$ cat src/rtl/instr_fetch_if.sv
// Instruction-memory request/response bus between the fetch stage and imem.
// The fetch side drives req/addr; memory returns gnt, rvalid and rdata.
interface instr_fetch_if #(
    parameter int XLEN = 32
);
    logic            req;
    logic [XLEN-1:0] addr;
    logic            gnt;
    logic            rvalid;
    logic [XLEN-1:0] rdata;

    modport master (output req, addr, input gnt, rvalid, rdata);
    modport slave  (input req, addr, output gnt, rvalid, rdata);
endinterface

$ cat src/rtl/instr_fetch.sv
// Fetch stage: owns the PC, issues one outstanding imem request at a time,
// holds the returned instruction until accepted, and counts retired instructions.
module instr_fetch #(
    parameter int              XLEN     = 32,
    parameter logic [XLEN-1:0] RESET_PC = '0
) (
    input  logic            clk,
    input  logic            reset_n,
    instr_fetch_if.master   imem,
    output logic [XLEN-1:0] Instr,
    output logic            InstrValid,
    input  logic            InstrReady,
    output logic [XLEN-1:0] PC,
    output logic [XLEN-1:0] PCPlus4,
    input  logic            PCSrc,
    input  logic [XLEN-1:0] PCTarget,
    output logic            MisalignErr,
    output logic [31:0]     InstRet
);
    typedef enum logic [1:0] {IDLE, REQ, WAIT, HOLD} state_t;

    state_t          state, state_nxt;
    logic            req;
    logic            valid;
    logic            accept;
    logic [XLEN-1:0] pc_nxt;

    assign PCPlus4    = PC + XLEN'(4);
    assign pc_nxt     = PCSrc ? {PCTarget[XLEN-1:2], 2'b00} : PCPlus4;
    assign imem.req   = req;
    assign imem.addr  = PC;
    assign InstrValid = valid;

    always_comb begin
        state_nxt = state;
        req       = 1'b0;
        valid     = 1'b0;
        accept    = 1'b0;
        case (state)
            IDLE: state_nxt = REQ;
            REQ: begin
                // rvalid is ignored here so a response from an aborted request cannot leak in
                req = 1'b1;
                if (imem.gnt) state_nxt = WAIT;
            end
            WAIT: begin
                if (imem.rvalid) state_nxt = HOLD;
            end
            HOLD: begin
                valid = 1'b1;
                if (InstrReady) begin
                    accept    = 1'b1;
                    state_nxt = REQ;
                end
            end
            default: state_nxt = IDLE;
        endcase
    end

    always_ff @(posedge clk) begin
        if (!reset_n) begin
            state       <= IDLE;
            PC          <= RESET_PC;
            Instr       <= '0;
            MisalignErr <= 1'b0;
            InstRet     <= '0;
        end else begin
            state <= state_nxt;
            if (state == WAIT && imem.rvalid) Instr <= imem.rdata;
            if (accept) begin
                PC      <= pc_nxt;
                InstRet <= InstRet + 32'd1;
                if (PCSrc && (PCTarget[1:0] != 2'b00)) MisalignErr <= 1'b1;
            end
        end
    end
endmodule

$ cat src/flat_wrapper.sv
// flat-port wrapper written by rule: the top's interface ports become plain ports
module instr_fetch_flat 
#(
    parameter int              XLEN     = 32,
    parameter logic [XLEN-1:0] RESET_PC = '0
)
  (clk, reset_n, Instr, InstrValid, InstrReady, PC, PCPlus4, PCSrc, PCTarget, MisalignErr, InstRet, imem_req, imem_addr, imem_gnt, imem_rvalid, imem_rdata);
  instr_fetch_if #(.XLEN(XLEN)) imem_i ();
  input  logic clk;
  input  logic reset_n;
  output logic [XLEN-1:0] Instr;
  output logic InstrValid;
  input  logic InstrReady;
  output logic [XLEN-1:0] PC;
  output logic [XLEN-1:0] PCPlus4;
  input  logic PCSrc;
  input  logic [XLEN-1:0] PCTarget;
  output logic MisalignErr;
  output logic [31:0] InstRet;
  output wire logic [$bits(imem_i.req)-1:0] imem_req;
  output wire logic [$bits(imem_i.addr)-1:0] imem_addr;
  input wire logic [$bits(imem_i.gnt)-1:0] imem_gnt;
  input wire logic [$bits(imem_i.rvalid)-1:0] imem_rvalid;
  input wire logic [$bits(imem_i.rdata)-1:0] imem_rdata;
  assign imem_req = imem_i.req;
  assign imem_addr = imem_i.addr;
  assign imem_i.gnt = imem_gnt;
  assign imem_i.rvalid = imem_rvalid;
  assign imem_i.rdata = imem_rdata;
  instr_fetch #(.XLEN(XLEN), .RESET_PC(RESET_PC)) u_core (.clk(clk), .reset_n(reset_n), .imem(imem_i), .Instr(Instr), .InstrValid(InstrValid), .InstrReady(InstrReady), .PC(PC), .PCPlus4(PCPlus4), .PCSrc(PCSrc), .PCTarget(PCTarget), .MisalignErr(MisalignErr), .InstRet(InstRet));
endmodule
$ cat config.mk
export PLATFORM = sky130hd
export DESIGN_NAME = instr_fetch_flat
export DESIGN_NICKNAME = d
export VERILOG_FILES = /design/src/rtl/instr_fetch_if.sv /design/src/rtl/instr_fetch.sv /design/src/flat_wrapper.sv
export SDC_FILE = /design/constraint.sdc
export NUM_CORES = 1
export LEC_CHECK = 0
export BUFFER_PORTS_ARGS = -buffer_cell sky130_fd_sc_hd__buf_2
export CAP_MARGIN = 10
export CORE_MARGIN = 2
export CORE_UTILIZATION = 33
export CTS_BUF_LIST = sky130_fd_sc_hd__clkbuf_8
export DETAILED_ROUTE_END_ITERATION = 6
export GPL_ROUTABILITY_DRIVEN = 0
export GPL_TIMING_DRIVEN = 0
export SYNTH_ARGS = -nofsm -noshare
export SYNTH_HDL_FRONTEND = slang
export SYNTH_SLANG_ARGS = --single-unit
$ cat constraint.sdc
create_clock -name clk -period 2.1 [get_ports clk]
set_input_delay 0.42 -clock clk [delete_from_list [all_inputs] [get_ports clk]]
set_output_delay 0.42 -clock clk [all_outputs]
set_load 0.05 [all_outputs]
==> impl_metrics.csv, run 1 <==
group,metric,value,unit
synthesis,synth_most_common_cell,"nand2_1",
sta,worst_pin_slew,761,ps
routing,final_antenna_net_count,0,
worst_hold_path,min_path_type,"input pin to register",
placed_design,dp_slack,-465,ps
cells_and_area,n_antenna_cell,0,
cts,root_buffer,"clkbuf_8",
power,finalPower,0.00496,W
worst_setup_path,cp_max_fo,6,
worst_setup_path,cp_top_family,"buffers and inverters",
sta,rsz0062_at_grt,"true",
power,p_per_area,592,nW/µm²
power,p_leak,4.07,nW
worst_setup_path,end_kind,"primary output",
sta,drv_slew,0,
synthesis,synth-main-ff-cell,"dfxtp_1",
sta,hold_violations,0,
cts,htreeDepth,3,
sta,tns,-9170,ps
sta,max_freq,377,MHz
cells_and_area,drive_above_1_share,47.3,%
routing,vias_per_cell,4.97,
routing,totalWireLength,18500,µm
synthesis,avgSynthCellArea,7.99,µm²
synthesis,yosys.area.top_type,"dfxtp_1",
sta,fin_crit_sh,126,%
die,io_pins,233,
synthesis,yosys_warnings,0,
synthesis,synth.area.top_cells,"dfxtp_1 37%, nand2_1 7.9%, xor2_1 6.8%, buf_4 5.2%, a21oi_1 4.6%",
sta,finalSetupViolCount,25,
power,ir_worst_vdd,0.000439,V
power,net-switching-power,0.00200,W
global_route,first_global_vias,5369,
worst_setup_path,path_buf_inv,4,
power,p_clk_share,27.2,%
worst_setup_path,arrival,2240,ps
power,p_seq_share,41.7,%
global_route,grt_pass1_wl,28100,µm
global_route,gr-total-overflow,0,
worst_setup_path,cpMaxStageDelayCell,"or3_4",
routing,dr.pass1.iters,5,
cells_and_area,fill_cells,1506,
cts,cts.sink_count,97,
synthesis,syn-cell-area,5240,µm²
cts,clk_pin_slew,100,ps
sta,relSlewSlack,49.2,%
global_route,track_usage,21.4,%
worst_setup_path,worstPathCellList,"nand4_4 > buf_4 > or3_4 > buf_6 > nor4_4 > buf_4 > xor2_4 > buf_8",
cts,clock_latency,390,ps
cells_and_area,finalNetCount,1036,
die,start_util,33.4,%
synthesis,synth_cells,656,
power,p_comb_share,31.1,%
routing,dr_total_vias,5872,
cts,ctsHoldBuffers,0,
synthesis,async_reset_ff_share,0,%
sta,min_period,2660,ps
die,rows,46,
synthesis,netlist_top_cells_count,"111 x nand2_1, 97 x dfxtp_1, 62 x nor2_1, 48 x a21oi_1, 41 x xor2_1",
synthesis,synth_edf_count,0,
synthesis,synth.distinct_cells,58,
routing,wl_per_cell,15.7,µm
worst_setup_path,required,1680,ps
cts,cts_buffers,9,
die,die_w,130,µm
die,die-area,16900,µm²
global_route,grt_max_degree,19,
worst_setup_path,crit_path_frequent_cell,"buf_4",
synthesis,yosys.area.top_type_share,37.0,%
cts,cts_tree,"yes",
cells_and_area,final_area,8390,µm²
sta,worst_slack,-556,ps
sta,fin_skew,10.6,ps
job,cap_violations,0,
routing,drc_errors,0,
power,p_int,0.00296,W
routing,drt-initial-drc-count,343,
worst_setup_path,start_kind,"register",
cells_and_area,area_growth,60.0,%
placed_design,dp_hpwl,12900,µm
die,core_area,15700,µm²
global_route,antenna_found_initial,0,
die,die_height,130,µm
synthesis,ys_ff_latch,97,
synthesis,ys_seq_area_share,37.0,%
cts,cts_buffer_depth,2,
placed_design,portBuffers,225,
status,failed_checks,"setup timing",
worst_setup_path,crit_type,"register to primary output",
worst_setup_path,slowest_delay,380,ps
power,swShare,40.3,%
cells_and_area,fin_util,53.4,%
status,status,"finished with violations",
placed_design,place_area,7220,µm²
## final timing paths
path | startpoint | endpoint | slack (ps) | cells after the start
worst min-delay path | imem_rdata[19] | u_core.Instr[19] | 260 | 3
worst max register to register | u_core.PC[8] | u_core.PC[30] | -70 | 10
worst max-delay path | u_core.PC[8] | PCPlus4[30] | -560 | 8
worst min register to register | u_core.Instr[3] | u_core.Instr[3] | 460 | 2
## stage by stage
| step | cells | hold WS [ps] |
|---|---|---|
| 2_1_floorplan | 661 | 512 |
| 3_3_place_gp | 1102 | 440 |
| 3_5_place_dp | 1102 | 443 |
| 4_1_cts | 1160 | 235 |
| 5_1_grt | 1182 | 237 |
| 6_report | 1182 | 260 |
## kinds of logic after synthesis
group	count (synthesis)	share of synthesized area (%)
DFF	97	37.0
buffers and inverters	91	9.47
AOI/OAI and AO/OA	117	14.1
muxes	3	0.573
adders and majority gates	5	1.19
other	1	0.0715
and+or+nand+nor	283	27.8
xor gates and xnor gates	59	9.85
## placed cells by master (no fill, tap or decap), types with 13 or more instances in the layout
cell type  synthesis  layout
dfxtp_1           97      70
buf_4             36      94
buf_2             10     201
nand4_1           21      21
dfxtp_4            0      23
o21ai_0           16      16
nand3_1           30      26
nor2_1            62      58
nor4_4             4      13
nand2_1          111     105
clkbuf_1          25      21
buf_6              1      39
a21oi_1           48      48
xor2_1            41      27
## flip-flops by register name, summed over array words and instances, names as in the netlist
register,count
u_core.InstRet,32
u_core.PC,30
u_core.MisalignErr,1
u_core.Instr,32
u_core.state,2
## power by group through the flow
stage	Combinational [W]	Sequential, W	Clock [W]
5_1_grt	0.00165	0.00209	0.00148
3_5_place_dp	0.00148	0.00211	0
6_report	0.00155	0.00207	0.00135
2_1_floorplan	0.000768	0.00244	0
4_1_cts	0.00154	0.00207	0.00138
3_3_place_gp	0.00147	0.00211	0
## per-layer routing
metal | GRT usage (%) | vias to the layer above | wire length, µm
met5 | 0 | - | 0
met4 | 9.74 | 0 | 477
met3 | 4.35 | 40 | 1290
met2 | 34.9 | 268 | 8910
met1 | 27.3 | 2724 | 7850
li1 | - | 2840 | -
## worst register-to-register path: stages, from the launching register on
cell and delay [ps]:
dfxtp_4 370, nand4_4 120, buf_4 160, or3_4 380, buf_6 160, nor4_4 150
buf_4 190, buf_4 110, buf_4 90, a31oi_1 70, o221a_1 260
## cell type report
| class | instances | area (µm²) | share of cell area, % |
|---|---|---|---|
| inverters | 12 | 45.0 | 0.537 |
| plain buffers | 73 | 455 | 5.43 |
| well taps | 216 | 270 | 3.22 |
| clock buffers | 9 | 124 | 1.48 |
| flip-flops and latches | 97 | 2030 | 24.2 |
| repair buffers | 295 | 1860 | 22.2 |
| clock inverters | 7 | 86.3 | 1.03 |
| multi-input cells | 473 | 3510 | 41.9 |
## what timing repair did
action                                 4_1_cts  5_1_grt
buffers inserted                            48       22
endpoints found under the hold margin        0        0
resized for setup                           90       32
pin swaps                                   34       20
setup endpoints to repair                   47       54
Note: power is estimated with default switching activity, not from simulation.
==> inputs of run 2 (changes only) <==
CORE_UTILIZATION = 40   (was 33)
PLACE_DENSITY = 0.72   (was default)
SETUP_SLACK_MARGIN = 0.05   (was default)
==> impl_metrics.csv, run 2 (synthesis results as in run 1) <==
group,metric,value,unit
sta,worst_pin_slew,688,ps
routing,drt-initial-drc-count,521,
status,failed_checks,"setup timing",
worst_setup_path,required,1680,ps
global_route,gr-total-overflow,0,
die,start_util,41.2,%
power,p_leak,4.01,nW
sta,finalSetupViolCount,24,
power,p_per_area,585,nW/µm²
cts,cts_tree,"yes",
sta,drv_slew,0,
sta,worst_slack,-534,ps
worst_hold_path,min_path_type,"input pin to register",
sta,fin_crit_sh,125,%
cells_and_area,top_regs,"u_core.InstRet (32), u_core.Instr (32), u_core.PC (30)",
routing,totalWireLength,18500,µm
placed_design,dp_slack,-435,ps
power,p_int,0.00295,W
worst_setup_path,arrival,2210,ps
worst_setup_path,start_kind,"register",
routing,wl_per_cell,16.3,µm
placed_design,dp_hpwl,12300,µm
cts,clk_pin_slew,100,ps
status,status,"finished with violations",
power,p_clk_share,26.0,%
routing,final_antenna_net_count,0,
global_route,grt_max_degree,17,
global_route,grt_pass1_wl,28200,µm
power,net-switching-power,0.00194,W
cells_and_area,fin_cells,1134,
die,die-area,14000,µm²
cts,clock_latency,390,ps
die,rows,41,
cells_and_area,area_growth,59.5,%
worst_setup_path,cp_max_fo,4,
die,die_w,118,µm
power,swShare,39.7,%
job,cap_violations,0,
global_route,antenna_found_initial,1,
placed_design,placedCellCount,1058,
worst_hold_path,hold_start,"imem_rdata[17]",
power,finalPower,0.00489,W
sta,max_freq,380,MHz
global_route,track_usage,24.8,%
power,ir_worst_vdd,0.000564,V
cts,cts_buffers,9,
sta,rsz0062_at_grt,"true",
cts,cts_buffer_depth,2,
cells_and_area,drive_above_1_share,47.2,%
cts,cts.sink_count,97,
cts,ctsHoldBuffers,0,
worst_setup_path,crit_type,"register to primary output",
worst_setup_path,end_kind,"primary output",
routing,dr.pass1.iters,6,
placed_design,portBuffers,225,
sta,fin_skew,16.4,ps
worst_setup_path,crit_start,"u_core.PC[5]",
die,core_area,12700,µm²
power,p_seq_share,42.1,%
sta,hold_ws,255,ps
cells_and_area,fill_cells,1085,
cells_and_area,finalNetCount,1031,
sta,relSlewSlack,54.1,%
cts,root_buffer,"clkbuf_8",
cells_and_area,final_cell_mix,"199 x buf_2, 105 x nand2_1, 76 x buf_4, 68 x dfxtp_1, 58 x nor2_1",
cts,htreeDepth,3,
routing,dr_total_vias,5995,
routing,drc_errors,0,
sta,min_period,2630,ps
die,io_pins,233,
cells_and_area,final_common_cell,"buf_2",
sta,hold_violations,0,
power,p_comb_share,31.9,%
die,die_height,118,µm
routing,vias_per_cell,5.29,
worst_setup_path,r2r_start,"u_core.PC[2]",
global_route,first_global_vias,5627,
-- run 2: changes by cell type in the layout (fill, tap and decap cells not counted), moves of 2 or more --
cell / delta
buf_12: +3
buf_2: -2
buf_4: -18
buf_6: +10
clkbuf_4: +2
dfxtp_1: -2
dfxtp_2: +2
inv_1: +2
nand3_1: -2
-- run 2: critical path: stages, from the launching register on --
cell and delay, ps:
dfxtp_4 370, nand4_4 150, buf_6 160, nor3_4 220, or3b_4 440, nor2_4 170
xor2_4 150, buf_6 170
-- run 2: path summary, 6_finish.rpt --
check,depth (start not counted),end,slack [ps]
setup / recovery,7,PCPlus4[26],-530
hold / removal,3,u_core.Instr[17],260
setup reg to reg,8,u_core.PC[30],30
hold reg to reg,2,u_core.Instr[7],450
-- run 2: timing repair --
action	4_1_cts	5_1_grt
pin swaps	26	27
gates resized for setup	95	47
gates cloned	0	0
endpoints found under the setup margin	50	62
buffers inserted	43	30
-- run 2: layer usage --
| metal | track usage [%] | vias up | share of wire, % |
|---|---|---|---|
| met5 | 0 | - | 0 |
| li1 | - | 2828 | - |
| met1 | 28.6 | 2800 | 39 |
| met3 | 5.02 | 62 | 7.6 |
| met4 | 12.3 | 0 | 4.4 |
| met2 | 43.7 | 305 | 49 |
-- run 2: power groups by stage --
stage	clock network (W)	logic [W]	registers (W)
after CTS	0.00130	0.00154	0.00206
after floorplan	0	0.000769	0.00244
after global routing	0.00136	0.00166	0.00208
final	0.00127	0.00156	0.00206
after global placement	0	0.00146	0.00211
after detailed placement	0	0.00146	0.00211
-- run 2: cell type report --
cell class	count	area (µm²)	share of cell area (%)
multi-input combinational	473	3510	42.0
sequential	97	2040	24.3
timing repair buffer	291	1900	22.7
buffer	72	460	5.50
tap	172	215	2.57
clock buffer	9	124	1.48
clock inverter	7	68.8	0.823
inverter	12	45.0	0.539
antenna	1	2.50	0.0299
-- run 2: per-stage QoR --
step	setup TNS (ps)	area (µm²)	utilization (%)
floorplan	-3150	5850	-
global placement	-6230	7190	56.5
detailed placement	-6620	7190	56.5
CTS	-7410	8020	63.1
global route	-9750	8360	65.7
finish	-8270	8360	65.7
==> inputs of run 3 (changes only) <==
GPL_TIMING_DRIVEN = 1   (was 0)
MAX_ROUTING_LAYER = met4   (was default)
==> impl_metrics.csv, run 3 (synthesis results as in run 1) <==
group,metric,value,unit
status,status,"finished with violations",
status,failed_checks,"setup timing",
global_route,first_global_vias,5387,
sta,max_freq,374,MHz
power,p_leak,3.96,nW
cts,cts_buffers,9,
sta,fin_skew,12.2,ps
global_route,top_usage_layer,"met2",
cts,root_buffer,"clkbuf_8",
worst_setup_path,ff2ff_setup_slack,-30,ps
cells_and_area,seqCellArea,2030,µm²
cells_and_area,multi_input_area,3500,µm²
sta,finalSetupViolCount,24,
cts,clk_pin_slew,100,ps
global_route,grt_pass1_wl,26000,µm
die,io_pins,233,
die,start_util,41.2,%
die,die_w,118,µm
sta,min_period,2680,ps
global_route,gr-total-overflow,0,
cells_and_area,final_cell_mix,"200 x buf_2, 105 x nand2_1, 90 x buf_4, 68 x dfxtp_1, 58 x nor2_1",
routing,wl_per_cell,14.8,µm
sta,hold_violations,0,
routing,dr_total_vias,5661,
cells_and_area,finalNetCount,1009,
die,rows,41,
worst_setup_path,crit_type,"register to primary output",
worst_setup_path,cpMaxStageDelayCell,"or4_4",
sta,tns,-7850,ps
cts,clock_latency,370,ps
cells_and_area,final_area,8290,µm²
routing,totalWireLength,16500,µm
sta,worst_slack,-576,ps
worst_setup_path,worstSetupEndpoint,"PCPlus4[31]",
sta,rsz0062_at_grt,"true",
power,p_per_area,590,nW/µm²
cts,cts_tree,"yes",
routing,final_antenna_net_count,0,
cells_and_area,drive_above_1_share,49.2,%
global_route,grt_use_met3,4.73,%
worst_setup_path,path_buf_inv,2,
worst_setup_path,required,1680,ps
global_route,grt_max_degree,47,
cells_and_area,n_antenna_cell,0,
worst_setup_path,arrival,2260,ps
worst_setup_path,r2r_end,"u_core.PC[29]",
sta,worst_pin_slew,1100,ps
die,die-area,14000,µm²
cts,cts_buffer_depth,2,
worst_setup_path,cp_top_family,"simple AND/OR/NAND/NOR gates",
placed_design,portBuffers,226,
worst_setup_path,end_kind,"primary output",
placed_design,place_area,7450,µm²
global_route,use_met1,26.4,%
worst_hold_path,min_path_type,"input pin to register",
die,core_area,12700,µm²
routing,vias_per_cell,5.10,
worst_setup_path,cp_max_fo,4,
cells_and_area,fill_cells,1078,
worst_setup_path,slowest_delay,600,ps
cts,ctsHoldBuffers,0,
power,ir_worst_vdd,0.000418,V
die,die_height,118,µm
worst_setup_path,r2r_start,"u_core.PC[2]",
placed_design,dp_hpwl,11800,µm
sta,relSlewSlack,26.7,%
worst_setup_path,crit_path_frequent_cell,"buf_6",
cts,cts.sink_count,97,
sta,drv_slew,0,
routing,dr.pass1.iters,5,
routing,drc_errors,0,
cts,htreeDepth,3,
cells_and_area,top_regs,"u_core.InstRet (32), u_core.Instr (32), u_core.PC (30)",
worst_setup_path,path_depth,7,
routing,drt-initial-drc-count,317,
worst_setup_path,worstRegToRegCells,8,
cells_and_area,area_growth,58.1,%
cells_and_area,final_common_cell,"buf_2",
placed_design,dp_slack,-233,ps
worst_setup_path,crit_start,"u_core.PC[2]",
global_route,antenna_found_initial,0,
global_route,track_usage,23.0,%
sta,fin_crit_sh,127,%
global_route,use_met2,39.9,%
worst_setup_path,worstPathCellList,"buf_6 > nand3_4 > or4_4 > nor4_4 > nand2_2 > xnor2_4 > buf_6",
job,cap_violations,0,
worst_setup_path,start_kind,"register",
## run 3: changes by cell type in the layout (fill, tap and decap cells not counted), moves of 4 or more
| cell | before | now |
|---|---|---|
| buf_1 | 7 | 0 |
| clkbuf_1 | 21 | 0 |
| buf_4 | 76 | 90 |
| buf_6 | 49 | 45 |
## run 3: what timing repair did
item                                    in CTS  in global routing
setup buffers                               11                 17
pin swaps                                   18                 26
endpoints found under the hold margin        0                  0
endpoints found under the setup margin      28                 31
resized for setup                           67                 41
## run 3: per-stage QoR
stage	utilization [%]	cells	hold slack (ps)	total power, W
after floorplan	-	661	512	0.00321
after global placement	58.5	1068	438	0.00354
after detailed placement	58.5	1068	443	0.00355
after CTS	62.6	1094	263	0.00488
after global routing	65.2	1111	261	0.00509
final	65.2	1111	275	0.00489
## run 3: report_power, final
part           internal (W)  leakage (nW)  switching, W
sequential          0.00194         0.804     0.0000812
combinational      0.000448          3.05       0.00111
clock              0.000600         0.108      0.000716
total               0.00299          3.96       0.00190
## run 3: area by class of cell
cell class                      instances  share of cell area [%]
Multi-Input combinational cell        473                    42.2
Timing Repair Buffer                  341                    27.7
Sequential cell                        97                    24.5
Tap cell                              172                    2.60
Clock buffer                           10                    1.66
Clock inverter                          6                   0.845
Inverter                               12                   0.543
## run 3: worst min-delay path, cell delays in order
cell     delay, ps
buf_2           90
nand2_1         40
a21oi_1         50
## run 3: worst min-delay path by stage
| stage | from | cells past startpoint | slack, ps | end |
|---|---|---|---|---|
| 5_1_grt | imem_rdata[19] | 3 | 260 | u_core.Instr[19] |
| 4_1_cts | imem_rdata[0] | 3 | 260 | u_core.Instr[0] |
| 3_5_place_dp | u_core.Instr[17] | 2 | 440 | u_core.Instr[17] |
| 2_1_floorplan | u_core.state[1] | 2 | 510 | u_core.state[1] |
| 6_report | imem_rdata[0] | 3 | 280 | u_core.Instr[0] |
| 3_3_place_gp | u_core.Instr[5] | 2 | 440 | u_core.Instr[5] |
## run 3: layer usage
| layer | vias up | routed length (µm) | part of all wire (%) |
|---|---|---|---|
| met5 | - | 0 | 0 |
| met4 | 0 | 278 | 1.7 |
| met3 | 24 | 958 | 5.8 |
| met2 | 195 | 8520 | 52 |
| met1 | 2666 | 6700 | 41 |
| li1 | 2776 | - | - |
